## src/rtl/hilo_mult_sequencer.sv

```systemverilog
// HI/LO multi-cycle sequencer: iterative shift-add mult/multu/madd/msub plus mthi/mtlo.
// Optional feature macro: HILO_BYPASS_EN (forward the value being written during WRITE
// onto Hi/Lo and let RdReq through without a stall in that cycle).
module hilo_mult_sequencer #(
    parameter int unsigned WIDTH          = 32,
    parameter int unsigned BITS_PER_CYCLE = 1
) (
    input  logic             Clk,
    input  logic             Reset_n,
    input  logic             Start,
    input  logic [4:0]       ALUCtl,
    input  logic [WIDTH-1:0] A,
    input  logic [WIDTH-1:0] B,
    input  logic             RdReq,
    input  logic             Flush,
    output logic [WIDTH-1:0] Hi,
    output logic [WIDTH-1:0] Lo,
    output logic             Busy,
    output logic             Stall,
    output logic             Done
);

    localparam int unsigned N     = WIDTH / BITS_PER_CYCLE;
    localparam int unsigned CNT_W = (N > 1) ? $clog2(N) : 1;
    localparam int unsigned ACC_W = 2 * WIDTH;

    localparam logic [4:0] OP_MULT  = 5'b00101;
    localparam logic [4:0] OP_MULTU = 5'b01100;
    localparam logic [4:0] OP_MADD  = 5'b11010;
    localparam logic [4:0] OP_MSUB  = 5'b01101;
    localparam logic [4:0] OP_MTHI  = 5'b10001;
    localparam logic [4:0] OP_MTLO  = 5'b10011;

    typedef enum logic [1:0] {
        S_IDLE  = 2'd0,
        S_RUN   = 2'd1,
        S_WRITE = 2'd2
    } state_t;

    state_t             state;
    state_t             state_next;
    logic               done_next;

    logic [ACC_W-1:0]   acc;
    logic [ACC_W-1:0]   mcand;
    logic [WIDTH-1:0]   mplier;
    logic [CNT_W-1:0]   cnt;
    logic               sign_q;
    logic               op_add;
    logic               op_sub;
    logic [WIDTH-1:0]   hi_q;
    logic [WIDTH-1:0]   lo_q;
    logic               done_q;

    logic               is_mult;
    logic               is_multu;
    logic               is_madd;
    logic               is_msub;
    logic               is_mthi;
    logic               is_mtlo;
    logic               is_mul_class;
    logic               is_signed;
    logic               take;
    logic [WIDTH-1:0]   abs_a;
    logic [WIDTH-1:0]   abs_b;
    logic [ACC_W-1:0]   partial;
    logic [ACC_W-1:0]   prod;
    logic [ACC_W-1:0]   hilo_cur;
    logic [ACC_W-1:0]   hilo_new;

    // Opcode decode and operand magnitude for the signed ops
    always_comb begin
        is_mult      = (ALUCtl == OP_MULT);
        is_multu     = (ALUCtl == OP_MULTU);
        is_madd      = (ALUCtl == OP_MADD);
        is_msub      = (ALUCtl == OP_MSUB);
        is_mthi      = (ALUCtl == OP_MTHI);
        is_mtlo      = (ALUCtl == OP_MTLO);
        is_signed    = is_mult | is_madd | is_msub;
        is_mul_class = is_signed | is_multu;
        take         = (state == S_IDLE) && Start && !Flush;
        abs_a        = (is_signed && A[WIDTH-1]) ? WIDTH'(-A) : A;
        abs_b        = (is_signed && B[WIDTH-1]) ? WIDTH'(-B) : B;
    end

    // Shifted-multiplicand contributions of the low BITS_PER_CYCLE multiplier bits
    always_comb begin
        partial = '0;
        for (int j = 0; j < int'(BITS_PER_CYCLE); j++) begin
            if (mplier[j]) begin
                partial = partial + (mcand << j);
            end
        end
    end

    // Sign fix-up and HI/LO accumulate for the WRITE cycle
    always_comb begin
        prod     = sign_q ? ACC_W'(-acc) : acc;
        hilo_cur = {hi_q, lo_q};
        if (op_add) begin
            hilo_new = hilo_cur + prod;
        end else if (op_sub) begin
            hilo_new = hilo_cur - prod;
        end else begin
            hilo_new = prod;
        end
    end

    // State register
    always_ff @(posedge Clk or negedge Reset_n) begin
        if (!Reset_n) begin
            state <= S_IDLE;
        end else begin
            state <= state_next;
        end
    end

    // Next state and Done pulse; Flush always returns to IDLE without a Done
    always_comb begin
        state_next = state;
        done_next  = 1'b0;
        case (state)
            S_IDLE: begin
                if (take && is_mul_class) begin
                    state_next = S_RUN;
                end
                if (take && (is_mthi || is_mtlo)) begin
                    done_next = 1'b1;
                end
            end
            S_RUN: begin
                if (Flush) begin
                    state_next = S_IDLE;
                end else if (cnt == '0) begin
                    state_next = S_WRITE;
                end
            end
            S_WRITE: begin
                state_next = S_IDLE;
                done_next  = !Flush;
            end
            default: begin
                state_next = S_IDLE;
            end
        endcase
    end

    // Datapath: operand latch, iterative accumulate, HI/LO update
    always_ff @(posedge Clk or negedge Reset_n) begin
        if (!Reset_n) begin
            acc    <= '0;
            mcand  <= '0;
            mplier <= '0;
            cnt    <= '0;
            sign_q <= 1'b0;
            op_add <= 1'b0;
            op_sub <= 1'b0;
            hi_q   <= '0;
            lo_q   <= '0;
            done_q <= 1'b0;
        end else begin
            done_q <= done_next;
            case (state)
                S_IDLE: begin
                    if (take && is_mul_class) begin
                        acc    <= '0;
                        mcand  <= {{WIDTH{1'b0}}, abs_a};
                        mplier <= abs_b;
                        cnt    <= CNT_W'(N - 1);
                        sign_q <= is_signed & (A[WIDTH-1] ^ B[WIDTH-1]);
                        op_add <= is_madd;
                        op_sub <= is_msub;
                    end
                    if (take && is_mthi) begin
                        hi_q <= A;
                    end
                    if (take && is_mtlo) begin
                        lo_q <= A;
                    end
                end
                S_RUN: begin
                    acc    <= acc + partial;
                    mcand  <= mcand << BITS_PER_CYCLE;
                    mplier <= mplier >> BITS_PER_CYCLE;
                    cnt    <= cnt - CNT_W'(1);
                end
                S_WRITE: begin
                    if (!Flush) begin
                        {hi_q, lo_q} <= hilo_new;
                    end
                end
                default: begin
                end
            endcase
            if (Flush) begin
                cnt <= '0;
            end
        end
    end

    assign Busy = (state != S_IDLE);
    assign Done = done_q;

`ifdef HILO_BYPASS_EN
    logic bypass;
    assign bypass = (state == S_WRITE) && !Flush;
    assign Hi     = bypass ? hilo_new[ACC_W-1:WIDTH] : hi_q;
    assign Lo     = bypass ? hilo_new[WIDTH-1:0]     : lo_q;
    assign Stall  = Busy && (Start || (RdReq && (state != S_WRITE)));
`else
    assign Hi     = hi_q;
    assign Lo     = lo_q;
    assign Stall  = Busy && (Start || RdReq);
`endif

endmodule
```

## config.mk

```make
export PLATFORM = sky130hd
export DESIGN_NAME = hilo_mult_sequencer
export DESIGN_NICKNAME = d
export VERILOG_FILES = /design/src/rtl/hilo_mult_sequencer.sv
export SDC_FILE = /design/constraint.sdc
export NUM_CORES = 1
export LEC_CHECK = 0
export ABC_CLOCK_PERIOD_IN_PS = 8000
export BUFFER_PORTS_ARGS = -buffer_cell sky130_fd_sc_hd__clkbuf_2
export CAP_MARGIN = 20
export CORE_MARGIN = 8
export CORE_UTILIZATION = 50
export CTS_BUF_LIST = sky130_fd_sc_hd__clkbuf_16
export DETAILED_ROUTE_END_ITERATION = 16
export PLACE_DENSITY = 0.76
export SLEW_MARGIN = 40
export SYNTH_ARGS = -nofsm -noshare
export SYNTH_HDL_FRONTEND = slang
export SYNTH_SLANG_ARGS = --single-unit
```

## constraint.sdc

```tcl
create_clock -name Clk -period 8 [get_ports Clk]
set_clock_uncertainty 0.15 [all_clocks]
set_input_delay 1.6 -clock Clk [delete_from_list [all_inputs] [get_ports Clk]]
set_output_delay 1.6 -clock Clk [all_outputs]
set_load 0.03 [all_outputs]
```

==> results of run 1 <==
-- worst max-delay path by stage --
stage	startpoint	endpoint	slack (ns)	cells after the start
floorplan	acc[5]	Hi[30]	2.73	19
global placement	acc[5]	Hi[17]	1.46	19
detailed placement	acc[4]	Hi[17]	1.48	19
CTS	acc[4]	Hi[17]	1.48	19
global route	acc[5]	Hi[30]	0.94	20
finish	acc[0]	Hi[29]	1.29	20
-- power by group --
| group | switching (uW) | leakage, uW | total (uW) | internal (uW) |
|---|---|---|---|---|
| logic | 4960 | 0.00815 | 7400 | 2440 |
| registers | 626 | 0.00301 | 2250 | 1620 |
| clock network | 577 | 0.000476 | 1330 | 758 |
-- flip-flops by register name, summed over array words and instances (netlist names) --
signal and count:
mcand 64, mplier 32, op_add 1, Done 1
sign_q 1, op_sub 1, state 2, acc 64
cnt 5, Hi 32, Lo 32
-- cells by family after synthesis --
family / share of synthesized area [%]
AOI/OAI and AO/OA: 31.3
and+or+nand+nor: 20.1
buffers and inverters: 5.51
xor gates and xnor gates: 8.51
DFF: 23.5
adders and majority gates: 10.7
muxes: 0.405
-- cell usage in the layout, fill, tap and decap left out, types with 21 or more instances in the layout --
cell type                   count
sky130_fd_sc_hd__nor2_1       266
sky130_fd_sc_hd__nand3_1       79
sky130_fd_sc_hd__and2_1        77
sky130_fd_sc_hd__o41ai_1       22
sky130_fd_sc_hd__or4_1         21
sky130_fd_sc_hd__nand2_1      337
sky130_fd_sc_hd__o21bai_1      35
sky130_fd_sc_hd__dfrtp_1      233
sky130_fd_sc_hd__nor3_1        52
sky130_fd_sc_hd__xnor2_1      148
sky130_fd_sc_hd__nand4_1       44
sky130_fd_sc_hd__nor2b_1       21
sky130_fd_sc_hd__a21oi_1      293
sky130_fd_sc_hd__o21ai_0      325
sky130_fd_sc_hd__o221ai_1      22
sky130_fd_sc_hd__a211oi_1      37
sky130_fd_sc_hd__buf_4         24
sky130_fd_sc_hd__xor2_1        95
sky130_fd_sc_hd__a21o_1        66
sky130_fd_sc_hd__inv_1        165
sky130_fd_sc_hd__o211ai_1      22
sky130_fd_sc_hd__or3_1         34
sky130_fd_sc_hd__nor4_1        46
sky130_fd_sc_hd__clkbuf_2     139
sky130_fd_sc_hd__o21a_1        21
sky130_fd_sc_hd__o31ai_1       80
sky130_fd_sc_hd__a221oi_1      32
sky130_fd_sc_hd__ha_1         210
sky130_fd_sc_hd__a31oi_1       46
sky130_fd_sc_hd__a22oi_1       67
sky130_fd_sc_hd__clkbuf_16     31
-- stage by stage --
stage	std cells	hold slack, ns	instance area [um^2]	util (%)	setup slack (ns)
final	4030	0.326	27100	54.5	1.29
after global routing	4030	0.360	27100	54.5	0.935
after CTS	4029	0.329	27100	54.4	1.48
after detailed placement	3974	0.314	26200	52.6	1.48
after global placement	3971	0.309	26100	52.4	1.46
after floorplan	3335	0.313	25000	-	2.73
-- cell type report --
class	count	area, um^2
diodes	1	2.50
clock buffers	31	776
clock inverters	24	163
fillers	4826	22700
inverters	162	608
multi-input cells	2736	17900
flip-flops and latches	235	5880
well taps	672	841
repair buffers	169	971
-- metal layers --
layer / track usage (%) / vias to the layer above / share of wire, %
met1: 46.3 / 12600 / 43
met3: 7.11 / 233 / 11
met4: 15.3 / 2 / 5.2
li1: - / 12200 / -
met2: 47.3 / 1429 / 41
met5: 0 / - / 0.011
-- worst max-delay path: cells and delay by family, from the launching register on --
kind                       cells  cell delay, ns
buffers and inverters          2            0.33
DFF                            1            0.47
xor gates and xnor gates       2            0.32
AOI/OAI and AO/OA              6            1.35
adders and majority gates      2            0.91
and+or+nand+nor                8            3.04
==> results by group, run 1 <==
Worst hold path
  – Destination of the worst hold path: mplier[0]
  – Origin of the worst min-delay path: mplier[0]
  – Type of the tightest min-delay check: flip-flop to flip-flop
  – Number of cells on the worst hold path: 2

Timing
  – Max Slew Vio Count: 0
  – Worst Tran Pin Value: 0.935 ns
  – Crit path time final: between 6 and 7 ns
  – Unrepaired setup endpoints after global routing: false
  – Final clock period utilization by the worst path: between 80% and 90%
  – Final count of negative-setup-slack endpoints: 0
  – Slew Limit Headroom: between 30% and 40%
  – Top achievable clock speed: between 100 and 150 MHz
  – Final Hold Vio Count: 0
  – Fin Setup TNS: 0 ns

Yosys
  – Distinct cell type count of the synthesized netlist: 94
  – Number of flops mapped to enable cells by yosys: 0
  – Synthesized net count: approximately 3600
  – Flop and latch count out of synthesis: around 240
  – Synth async-reset ratio: 100%
  – Synth top area share: a little under a quarter
  – Biggest area consumer among synthesized cells: sky130_fd_sc_hd__dfrtp_1
  – Post-Syn Area per Cell: between 7 and 8 um^2
  – Mapped Cells: 3335
  – Yosys warning total: 0
  – Top cells by area, synth: sky130_fd_sc_hd__dfrtp_1 24%, sky130_fd_sc_hd__ha_1 11%, sky130_fd_sc_hd__o21ai_0 6.5%
  – Combined area of all synthesized cells: ~25000 um^2
  – Prevailing post-synth register cell: sky130_fd_sc_hd__dfrtp_1
  – Sequential element share of the synthesized area: about a quarter
  – Most numerous cell types in the synthesized netlist: 337 x sky130_fd_sc_hd__nand2_1, 325 x sky130_fd_sc_hd__o21ai_0, 294 x sky130_fd_sc_hd__a21oi_1
  – Most frequent cell after synthesis: sky130_fd_sc_hd__nand2_1

Floorplanning
  – Overall die width: between 200 and 250 um
  – Num rows: 82
  – Initial Util: 50.3%
  – Floorplan Core Area: 49800 um^2
  – IO Pins: 141
  – Chip height: between 200 and 250 um
  – Floorplan die area: 57500 um^2

Critical path
  – Cell-by-cell trace of the critical path: inv_1 > ha_1 > nor2b_1 > nand4_1 > or3_1 > or2_2 > o31ai_1 > xnor2_1 > ha_1 > inv_2 > nor2_1 > nand4_1 > or3_1 > or3b_2 > o311a_1 > a221o_1 > o21ai_0 > xor2_1 > a21oi_1 > o21ai_0
  – Worst reg2reg setup slack: around 1.3 ns
  – Startpoint of the worst-slack reg-to-reg timing path: acc[0]
  – Arrival time reported for the critical path endpoint: 7.02 ns
  – Slowest cell delay on critical path: around 0.68 ns
  – Critical Path Start Type: flip-flop
  – Worst-path maximum fanout: 15
  – Standard cell with the maximum stage delay on the critical path: sky130_fd_sc_hd__ha_1
  – Reg-to-reg critical path endpoint: Hi[29]
  – Count of cells along the worst register-to-register path: 20
  – Required time of the worst setup path: 8.31 ns
  – Type of the setup path with the least slack: flip-flop to flip-flop
  – Critical path endpoint category: flip-flop

Global route
  – GRT overflow: 0
  – Initial antenna violation count: 3
  – Via count of the first global-routing pass: roughly 24000
  – Overall Global Routing Usage: 32.9%
  – Largest net degree at the start of global routing: around 100
  – Global-route wire length before repair: about 150 mm

Flow run
  – Max-cap violations: 0

Clock network
  – Number of hold buffers added after cts: 0
  – CTS clk-pin slew, worst paths: roughly 0.060 ns
  – CTS resizes: 0
  – Clock tree sinks: 235
  – Number of H-tree levels: 1
  – Worst-skew pair later-pin latency: roughly 0.6 ns
  – Clock Tree Buf Depth: 3
  – Clock tree from TritonCTS: yes
  – Number of buffers created by CTS: 30
  – CTS Root Buffer Type: sky130_fd_sc_hd__clkbuf_16
  – Setup fix buffers added after clock tree synthesis: 0

Detailed routing
  – Post-Route WL: slightly below 100 mm
  – Via count: 26400
  – Via density per instance: around 6.6
  – Count of unresolved DRC violations after routing: 0
  – Drt initial violations: between 3000 and 4000
  – Detailed-router iteration count before antenna repair: 7
  – Antenna-violating nets left: 0
  – Detailed-route wire length per cell: 24.2 um

Place
  – Port bufs: 140
  – GP Congestion: between 1 and 1.5
  – Detailed placer's ending HPWL: between 70 and 80 mm

Pwr
  – Overall power after layout: about 11000 uW
  – Highest ir drop seen on vdd: 0.000195 V
  – Cell area power density: about 410 nW/um^2
  – Leakage power figure: about 0.012 uW

Run status
  – Run status: complete, no violations

Cells and area
  – Number of nets in the layout: ~3600
  – Layout area overhead: 8.30%
  – Share of layout cells above drive strength 1: 8.22%
Power figures use the tool's default switching activity.
==> inputs of run 2 (changes only) <==
--- a/config.mk
+++ b/config.mk
@@ -5,14 +5,14 @@
 export SDC_FILE = /design/constraint.sdc
 export NUM_CORES = 1
 export LEC_CHECK = 0
-export ABC_CLOCK_PERIOD_IN_PS = 8000
+export ABC_CLOCK_PERIOD_IN_PS = 5600
 export BUFFER_PORTS_ARGS = -buffer_cell sky130_fd_sc_hd__clkbuf_2
 export CAP_MARGIN = 20
 export CORE_MARGIN = 8
 export CORE_UTILIZATION = 50
 export CTS_BUF_LIST = sky130_fd_sc_hd__clkbuf_16
 export DETAILED_ROUTE_END_ITERATION = 16
-export PLACE_DENSITY = 0.76
+export PLACE_DENSITY = 0.79
 export SLEW_MARGIN = 40
 export SYNTH_ARGS = -nofsm -noshare
 export SYNTH_HDL_FRONTEND = slang
==> constraint.sdc (replaced) <==
create_clock -name Clk -period 5.6 [get_ports Clk]
set_clock_uncertainty 0.15 [all_clocks]
set_input_delay 1.12 -clock Clk [delete_from_list [all_inputs] [get_ports Clk]]
set_output_delay 1.12 -clock Clk [all_outputs]
set_load 0.03 [all_outputs]
==> results by group, run 2 (same netlist as run 1, synthesis figures left out) <==
Run status
  – Run status: complete, no violations

Place
  – GP Congestion: 1.12 (+2.5%)
  – Port bufs: 140 (unchanged)
  – Detailed placer's ending HPWL: 77.5 mm (+3.4%)
  – Inst Count DP: 4223 (+6.3%)
  – Worst slack at placement: -0.0546 ns (-1.54 ns)

Global route
  – Initial antenna violation count: 3 (unchanged)
  – Global-route wire length before repair: 152 mm (+2.9%)
  – Overall Global Routing Usage: 33.8% (+0.94 points)
  – Via count of the first global-routing pass: 25600 (+4.6%)
  – Largest net degree at the start of global routing: 99 (-3.9%)
  – GRT overflow: 0 (unchanged)

Floorplanning
  – IO Pins: 141 (unchanged)
  – Initial Util: 50.3% (unchanged)
  – Num rows: 82 (unchanged)
  – Chip height: 240 um (unchanged)
  – Overall die width: 240 um (unchanged)
  – Floorplan die area: 57500 um^2 (unchanged)
  – Floorplan Core Area: 49800 um^2 (unchanged)

Detailed routing
  – Via density per instance: 6.46 (-1.5%)
  – Post-Route WL: 101 mm (+3.3%)
  – Drt initial violations: 3464 (-0.63%)
  – Count of unresolved DRC violations after routing: 0 (unchanged)
  – Antenna-violating nets left: 0 (unchanged)
  – Detailed-route wire length per cell: 23.5 um (-2.9%)
  – Via count: 27700 (+4.7%)
  – Detailed-router iteration count before antenna repair: 6 (-1)

Pwr
  – Highest ir drop seen on vdd: 0.000227 V (+16%)
  – Clock network power share: 11.6% (-0.5 points)
  – Fraction of power consumed by sequential logic: 17.9% (-2.6 points)
  – Total net switching power: 9300 uW (+51%)
  – Leakage power figure: 0.0130 uW (+12%)
  – Switching Fraction: 52.7% (-3.5 points)
  – Proportion of power drawn by combinational gates: 70.6% (+3.2 points)
  – Internal power consumption: 8360 uW (+73%)
  – Cell area power density: 596 nW/um^2 (+47%)

Critical path
  – Worst-path maximum fanout: 6 (-9)
  – Critical path endpoint category: flip-flop
  – Arrival time reported for the critical path endpoint: 5.76 ns (-1.26 ns)
  – Type of the setup path with the least slack: flip-flop to flip-flop
  – Critical Path Start Type: flip-flop
  – Required time of the worst setup path: 5.92 ns (-2.39 ns)

Timing
  – Final count of negative-setup-slack endpoints: 0 (unchanged)
  – Top achievable clock speed: 184 MHz (+23%)
  – Final Hold Vio Count: 0 (unchanged)
  – Unrepaired setup endpoints after global routing: true
  – Max Slew Vio Count: 0 (unchanged)
  – Final clock period utilization by the worst path: 97.2% (+13 points)
  – Slew Limit Headroom: 39.2% (+2.2 points)
  – Minimum setup slack in the final design: 0.157 ns (-1.13 ns)
  – Crit path time final: 5.44 ns (-1.27 ns)
  – Worst Tran Pin Value: 0.913 ns (-0.0227 ns)

Cells and area
  – Layout area overhead: 18.5%
  – Commonest cells after routing, fill and taps aside: 335 x sky130_fd_sc_hd__nand2_1, 316 x sky130_fd_sc_hd__o21ai_0, 291 x sky130_fd_sc_hd__a21oi_1
  – Registers with the most flip-flops: acc (64), mcand (64)
  – Number of nets in the layout: 3875 (+7.0%)
  – Commonest non-fill, non-tap cell in the layout: sky130_fd_sc_hd__nand2_1
  – Non-filler cells, final: 4284 (+6.3%)
  – Share of layout cells above drive strength 1: 17.1% (+8.9 points)

Clock network
  – Clock Tree Buf Depth: 3 (unchanged)
  – Clock tree from TritonCTS: yes
  – Number of hold buffers added after cts: 0 (unchanged)
  – CTS clk-pin slew, worst paths: 0.06 ns (about the same)
  – Number of buffers created by CTS: 29 (-3.3%)
  – Number of H-tree levels: 1 (unchanged)
  – Clock tree sinks: 235 (unchanged)
  – CTS Root Buffer Type: sky130_fd_sc_hd__clkbuf_16
  – Worst-skew pair later-pin latency: 0.61 ns (about the same)

Flow run
  – Max-cap violations: 0 (unchanged)

Worst hold path
  – Type of the tightest min-delay check: input port to async pin
-- run 2: critical path, stage by stage (launching register included) --
cell and delay (ns):
sky130_fd_sc_hd__dfrtp_1 0.40, sky130_fd_sc_hd__nor4_4 0.26, sky130_fd_sc_hd__buf_4 0.17, sky130_fd_sc_hd__nand4_1 0.22
sky130_fd_sc_hd__or4_4 0.51, sky130_fd_sc_hd__buf_4 0.18, sky130_fd_sc_hd__o41ai_1 0.30, sky130_fd_sc_hd__buf_4 0.18
sky130_fd_sc_hd__xor2_1 0.33, sky130_fd_sc_hd__inv_1 0.08, sky130_fd_sc_hd__ha_1 0.35, sky130_fd_sc_hd__nand4_1 0.15
sky130_fd_sc_hd__or3_1 0.47, sky130_fd_sc_hd__or3b_2 0.49, sky130_fd_sc_hd__o311a_4 0.17, sky130_fd_sc_hd__a221o_1 0.39
sky130_fd_sc_hd__o21ai_1 0.18, sky130_fd_sc_hd__xor2_1 0.08, sky130_fd_sc_hd__a21oi_1 0.13, sky130_fd_sc_hd__o21ai_0 0.09
-- run 2: power by group through the flow --
stage          Clock (uW)  Sequential, uW  Combinational, uW
6_report             2040            3160              12500
5_1_grt              2120            3230              13300
4_1_cts              2050            3080              11700
3_5_place_dp            0            3100              11600
3_3_place_gp            0            3090              11600
2_1_floorplan           0            3240               6920
-- run 2: area by class of cell --
cell class / count / area [um^2]
inverters: 162 / 608
fillers: 4587 / 20100
clock buffers: 29 / 726
repair buffers: 424 / 2890
flip-flops and latches: 235 / 5880
multi-input cells: 2736 / 18400
diodes: 1 / 2.50
well taps: 672 / 841
clock inverters: 25 / 287
-- run 2: metrics by stage --
stage                     instance area (um^2)  hold slack [ns]  power, uW  setup TNS (ns)  util, %
final                                    29600            0.266      17700               0     59.6
after global routing                     29600            0.281      18700          -0.109     59.6
after CTS                                29000            0.275      16800         -0.0355     58.4
after detailed placement                 28000            0.332      14700          -0.162     56.2
after global placement                   27900            0.325      14700         -0.0341     56.1
after floorplan                          25000            0.313      10200               0        -
-- run 2: layer usage --
metal | GRT usage, % | wire [um] | vias to the layer above
li1 | - | - | 12700
met1 | 46.6 | 42000 | 13100
met2 | 49.5 | 41500 | 1603
met3 | 7.65 | 11800 | 286
met4 | 16.0 | 5590 | 2
met5 | 0 | 13 | -
-- run 2: worst paths after layout --
check,endpoint,cells after the start,slack (ns),startpoint
setup / recovery,Hi[29],19,0.16,acc[5]
hold / removal,mplier[18],1,0.27,Reset_n
setup reg to reg,Hi[29],19,0.16,acc[5]
hold reg to reg,mplier[31],1,0.34,mplier[31]
max in group asynchronous,Lo[13],2,4.11,Reset_n
min in group Clk,mplier[31],1,0.34,mplier[31]
-- run 2: repair_timing --
action                                  in CTS  in global routing
gates resized for setup                      8                 98
buffers inserted                             0                  6
endpoints found under the setup margin      10                 30
pin swaps                                    1                 25
